File: src/rtl/chl_pattern_gen.sv
// Channel stimulus source: counter, walking-one, LFSR or hold patterns on CHLS channels with a rate divider.
// Optional burst limit (burst_i/done_o) is compiled in when CHL_PATTERN_GEN_BURST_EN is defined.
module chl_pattern_gen #(
  parameter int unsigned     CHLS  = 32,
  parameter int unsigned     DIV_W = 16,
  parameter logic [CHLS-1:0] TAPS  = CHLS'(32'h8020_0003)
) (
  input  logic             clk_i,
  input  logic             rst_i,
  input  logic             en_i,
  input  logic [1:0]       mode_i,
  input  logic [DIV_W-1:0] div_i,
  input  logic [CHLS-1:0]  seed_i,
  input  logic             load_i,
`ifdef CHL_PATTERN_GEN_BURST_EN
  input  logic [15:0]      burst_i,
  output logic             done_o,
`endif
  output logic [CHLS-1:0]  chls_o,
  output logic             stb_o
);

  localparam logic [1:0] MODE_CNT  = 2'd0;
  localparam logic [1:0] MODE_WALK = 2'd1;
  localparam logic [1:0] MODE_LFSR = 2'd2;

  logic [DIV_W-1:0] div_cnt;
  logic             div_hit_c;
  logic             tick_c;
  logic [CHLS-1:0]  next_c;

  assign div_hit_c = en_i && (div_cnt == div_i);

`ifdef CHL_PATTERN_GEN_BURST_EN
  logic [15:0] burst_cnt;
  logic        stopped;
  logic        last_c;

  // Once the burst is exhausted the divider keeps running but no tick reaches the pattern.
  assign tick_c = div_hit_c && !stopped;
  assign last_c = (burst_i != 16'd0) && ((burst_cnt + 16'd1) == burst_i);
`else
  assign tick_c = div_hit_c;
`endif

  // Next generated pattern; an all-zero state escapes to 1 for walking-one and LFSR.
  always_comb begin
    next_c = chls_o;
    case (mode_i)
      MODE_CNT:  next_c = chls_o + CHLS'(1);
      MODE_WALK: next_c = (chls_o == '0) ? CHLS'(1) : {chls_o[CHLS-2:0], chls_o[CHLS-1]};
      MODE_LFSR: next_c = (chls_o == '0) ? CHLS'(1) : {chls_o[CHLS-2:0], ^(chls_o & TAPS)};
      default:   next_c = chls_o;
    endcase
  end

  always_ff @(posedge clk_i) begin
    if (rst_i) begin
      chls_o  <= '0;
      stb_o   <= 1'b0;
      div_cnt <= '0;
`ifdef CHL_PATTERN_GEN_BURST_EN
      burst_cnt <= 16'd0;
      stopped   <= 1'b0;
      done_o    <= 1'b0;
`endif
    end else if (load_i) begin
      chls_o  <= seed_i;
      stb_o   <= 1'b0;
      div_cnt <= '0;
`ifdef CHL_PATTERN_GEN_BURST_EN
      burst_cnt <= 16'd0;
      stopped   <= 1'b0;
      done_o    <= 1'b0;
`endif
    end else begin
      stb_o <= tick_c;
      if (en_i) begin
        div_cnt <= div_hit_c ? '0 : div_cnt + DIV_W'(1);
      end
      if (tick_c) begin
        chls_o <= next_c;
      end
`ifdef CHL_PATTERN_GEN_BURST_EN
      done_o <= tick_c && last_c;
      if (tick_c) begin
        burst_cnt <= burst_cnt + 16'd1;
        if (last_c) begin
          stopped <= 1'b1;
        end
      end
`endif
    end
  end

endmodule

File: config.mk
export PLATFORM = sky130hd
export DESIGN_NAME = chl_pattern_gen
export DESIGN_NICKNAME = d
export VERILOG_FILES = /design/src/rtl/chl_pattern_gen.sv
export SDC_FILE = /design/constraint.sdc
export NUM_CORES = 1
export LEC_CHECK = 0
export CAP_MARGIN = 20
export CORE_MARGIN = 2
export CORE_UTILIZATION = 50
export DETAILED_ROUTE_END_ITERATION = 8
export GPL_TIMING_DRIVEN = 0
export PLACE_DENSITY = 0.88
export RECOVER_POWER = 25
export SYNTH_ARGS = -nofsm -noshare
export SYNTH_HDL_FRONTEND = slang
export SYNTH_SLANG_ARGS = --single-unit
File: constraint.sdc
create_clock -name clk_i -period 3 [get_ports clk_i]
set_input_delay 0.75 -clock clk_i [delete_from_list [all_inputs] [get_ports clk_i]]
set_output_delay 0.75 -clock clk_i [all_outputs]
set_load 0.01 [all_outputs]
==> impl_metrics.prom <==
# TYPE chip_impl_metric gauge
chip_impl_metric{name="area_growth_syn_to_layout",unit="%"} 32.7
chip_impl_metric{name="rr_worst_depth",unit=""} 7
chip_impl_info{name="worst_hold_path_type",value="reg2reg"} 1
chip_impl_metric{name="groute.usage.overall",unit="%"} 30.6
chip_impl_metric{name="cts_made_buffers",unit=""} 5
chip_impl_metric{name="drcViolationCount",unit=""} 0
chip_impl_metric{name="synthArstFlopShare",unit="%"} 0
chip_impl_metric{name="die_height",unit="um"} 86.5
chip_impl_metric{name="dr_total_vias",unit=""} 4134
chip_impl_metric{name="number_of_antenna_violations_at_the_first_check_in_global_routing",unit=""} 0
chip_impl_metric{name="number_of_design_rule_violations_left_by_the_first_detailed_router_iteration",unit=""} 508
chip_impl_metric{name="cts.sink_count",unit=""} 49
chip_impl_metric{name="io_buffers",unit=""} 85
chip_impl_metric{name="antenna_cells",unit=""} 0
chip_impl_info{name="cts_root_buf",value="clkbuf_8"} 1
chip_impl_metric{name="synth_top_area_share",unit="%"} 28.8
chip_impl_metric{name="finalSetupTns",unit="ps"} 0
chip_impl_metric{name="placement_rows",unit=""} 30
chip_impl_metric{name="worst_ep_arrival_time",unit="ps"} 3150
chip_impl_info{name="cell_breakdown_of_the_critical_path",value="clkdlybuf4s50_1, xor2_1, nor4_1, nand3_1, nor3_1, clkbuf_1, a311oi_1, a2111oi_0"} 1
chip_impl_metric{name="drt_first_pass_iters",unit=""} 6
chip_impl_metric{name="holdPathStages",unit=""} 2
chip_impl_metric{name="multi_input_comb_area",unit="um^2"} 2220
chip_impl_metric{name="synthesis.instances",unit=""} 452
chip_impl_metric{name="ys_ff_latch",unit=""} 49
chip_impl_metric{name="synth_sequential_area_ratio",unit="%"} 28.8
chip_impl_metric{name="post-route-min-period",unit="ps"} 2970
chip_impl_metric{name="floorplan.io_pins",unit=""} 87
chip_impl_info{name="synth_flop_cell",value="dfxtp_1"} 1
chip_impl_metric{name="synth_nets",unit=""} 512
chip_impl_metric{name="synth-edff-count",unit=""} 0
chip_impl_metric{name="slew_headroom",unit="%"} 56.7
chip_impl_metric{name="grt_pass1_wl",unit="um"} 18400
chip_impl_metric{name="synth.lib_cells_used.distinct",unit=""} 59
chip_impl_metric{name="drive_gt1_share",unit="%"} 8.03
chip_impl_info{name="setup_repair_after_global_routing_missed_its_margin",value="true"} 1
chip_impl_metric{name="tightest_slew",unit="ps"} 649
chip_impl_metric{name="final-max-slew-violation-count",unit=""} 0
chip_impl_metric{name="die_x",unit="um"} 86.5
chip_impl_metric{name="grt_max_degree",unit=""} 16
chip_impl_info{name="worst_path_dominant_cell_family",value="simple AND/OR/NAND/NOR gates"} 1
chip_impl_info{name="status",value="finished clean"} 1
chip_impl_metric{name="place.detailed.hpwl",unit="um"} 8340
chip_impl_info{name="netlist_top_cells_area",value="dfxtp_1 29%, xor2_1 7.0%, nand2_1 5.5%, o21ai_0 4.3%, nor2_1 4.1%"} 1
chip_impl_metric{name="core_region_area",unit="um^2"} 6680
chip_impl_metric{name="cpPeakStageDelay",unit="ps"} 420
chip_impl_metric{name="worstPathBufferInverterCount",unit=""} 2
chip_impl_info{name="worst-setup-path-type",value="in2reg"} 1
chip_impl_metric{name="nets",unit=""} 607
chip_impl_metric{name="achievable-frequency",unit="GHz"} 0.337
chip_impl_metric{name="setup_viol_count_final",unit=""} 0
chip_impl_info{name="synthTopCellsByCount",value="50 x nand2_1, 49 x dfxtp_1, 37 x nor2_1"} 1
chip_impl_metric{name="avgViaCountPerCell",unit=""} 6.58
chip_impl_info{name="cts_tree",value="yes"} 1
chip_impl_metric{name="initial_utilization",unit="%"} 50.9
chip_impl_metric{name="number_of_global_route_vias_before_repair",unit=""} 3838
chip_impl_info{name="post-synth-top-count-cell",value="nand2_1"} 1
chip_impl_metric{name="cap_violations",unit=""} 0
chip_impl_metric{name="max-vdd-ir-drop",unit="V"} 0.000232
chip_impl_metric{name="layout.area.seq",unit="um^2"} 981
chip_impl_metric{name="clk_latency",unit="ps"} 310
chip_impl_metric{name="power_density",unit="nW/um^2"} 335
chip_impl_metric{name="worst-path-max-fanout",unit=""} 10
chip_impl_metric{name="place_congestion",unit=""} 0.945
chip_impl_metric{name="fillCellCount",unit=""} 566
chip_impl_metric{name="postSynthAreaPerCell",unit="um^2"} 7.52
chip_impl_metric{name="cts_buffer_depth",unit=""} 2
chip_impl_metric{name="final_antenna_net_count",unit=""} 0
chip_impl_metric{name="grt_overflow",unit=""} 0
chip_impl_info{name="critPathLaunchType",value="primary input"} 1
chip_impl_info{name="critPathSlowestCell",value="clkbuf_1"} 1
chip_impl_metric{name="min_period_over_period",unit="%"} 98.9
chip_impl_metric{name="post_drt_wl_per_cell",unit="um"} 18.8
chip_impl_metric{name="power.leakage",unit="nW"} 1.67
chip_impl_metric{name="die_area",unit="um^2"} 7480
chip_impl_info{name="synth_top_cell_by_area",value="dfxtp_1"} 1
chip_impl_metric{name="ys.warnings.count",unit=""} 0
chip_impl_metric{name="post-route-util",unit="%"} 67.5
chip_impl_metric{name="crit_cells",unit=""} 8
chip_impl_metric{name="hold_viol_final",unit=""} 0
chip_impl_metric{name="htreeDepth",unit=""} 2
chip_impl_metric{name="synth_area",unit="um^2"} 3400
chip_impl_metric{name="timing.clock.skew",unit="ps"} 15.9
chip_impl_metric{name="finalWirelength",unit="um"} 11800
chip_impl_metric{name="clk_pin_slew",unit="ps"} 90
chip_impl_metric{name="critical_path_required",unit="ps"} 3190
chip_impl_info{name="critical_path.endpoint_type",value="register"} 1
routing by layer:
metal | global-route usage (%) | vias to the layer above | routed length [um]
li1 | - | 1870 | -
met4 | 11.4 | 0 | 411
met2 | 49.5 | 323 | 5350
met3 | 6.38 | 54 | 1410
met5 | 0 | - | 0
met1 | 40.1 | 1887 | 4640
final cells by class:
type	instances	share of cell area, %
Tap cell	80	2.22
Timing Repair Buffer	89	19.5
Multi-Input combinational cell	351	49.3
Inverter	16	1.33
Sequential cell	49	21.7
Clock buffer	6	1.83
Buffer	35	3.80
Clock inverter	2	0.305
worst register-to-register path, cell delays in order, from the launching register on:
cell and delay (ps):
dfxtp_1 480, ha_1 200, clkbuf_1 350, nand4_2 410, or2_4 390, o311a_1 310
a2111oi_1 400, o21ai_1 100
path summary, 6_finish.rpt:
kind / startpoint / slack (ps) / end
setup reg to reg: chls_o[0] / 250 / chls_o[28]
hold reg to reg: div_cnt[1] / 530 / div_cnt[1]
setup / recovery: div_i[12] / 30 / chls_o[14]
hold / removal: div_cnt[1] / 530 / div_cnt[1]
where the power goes:
part | total, mW | leakage [nW] | internal, mW | switching (mW)
clock | 0.432 | 0.0512 | 0.188 | 0.245
combinational | 0.355 | 1.21 | 0.171 | 0.184
sequential | 0.724 | 0.401 | 0.677 | 0.0472
total | 1.51 | 1.67 | 1.04 | 0.476
state kept, by name (all words and copies together) (netlist names):
signal,cells
stb_o,1
chls_o,32
div_cnt,16
cells by family (layout without fill, tap and decap cells):
logic type                 count (synthesis)  after routing  share of synthesized area [%]
and+or+nand+nor                          183            183                           27.9
AOI/OAI and AO/OA                        125            125                           25.2
buffers and inverters                     52            148                           6.36
DFF                                       49             49                           28.8
xor gates and xnor gates                  37             37                           9.53
adders and majority gates                  6              6                           2.21
stage by stage:
stage	cell area [um^2]	instances	total power, mW	worst slack [ps]	hold WS (ps)
2_1_floorplan	3400	452	0.895	437	480
3_3_place_gp	4350	617	1.08	-497	508
3_5_place_dp	4350	617	1.08	-550	518
4_1_cts	4480	628	1.50	16.8	533
5_1_grt	4510	628	1.56	-77.3	549
6_report	4510	628	1.51	33.3	529
placed cells by master (no fill, tap or decap), types with 17 or more instances in the layout:
cell             netlist  routed
clkdlybuf4s50_1        0      66
nand2_1               50      50
dfxtp_1               49      49
nor2_1                37      36
o21ai_0               29      29
xor2_1                27      27
a21oi_1               23      23
clkbuf_1              29      21
dlygate4sd3_1          0      19
nand3_1               17      17
o211ai_1              17      17
what timing repair did:
item / in CTS / in global routing
setup endpoints to repair: 33 / 22
hold buffers: 0 / 0
pin swaps: 1 / 0
resized for setup: 3 / 18
setup buffers: 4 / 0
(Power assumes the default switching activity.)
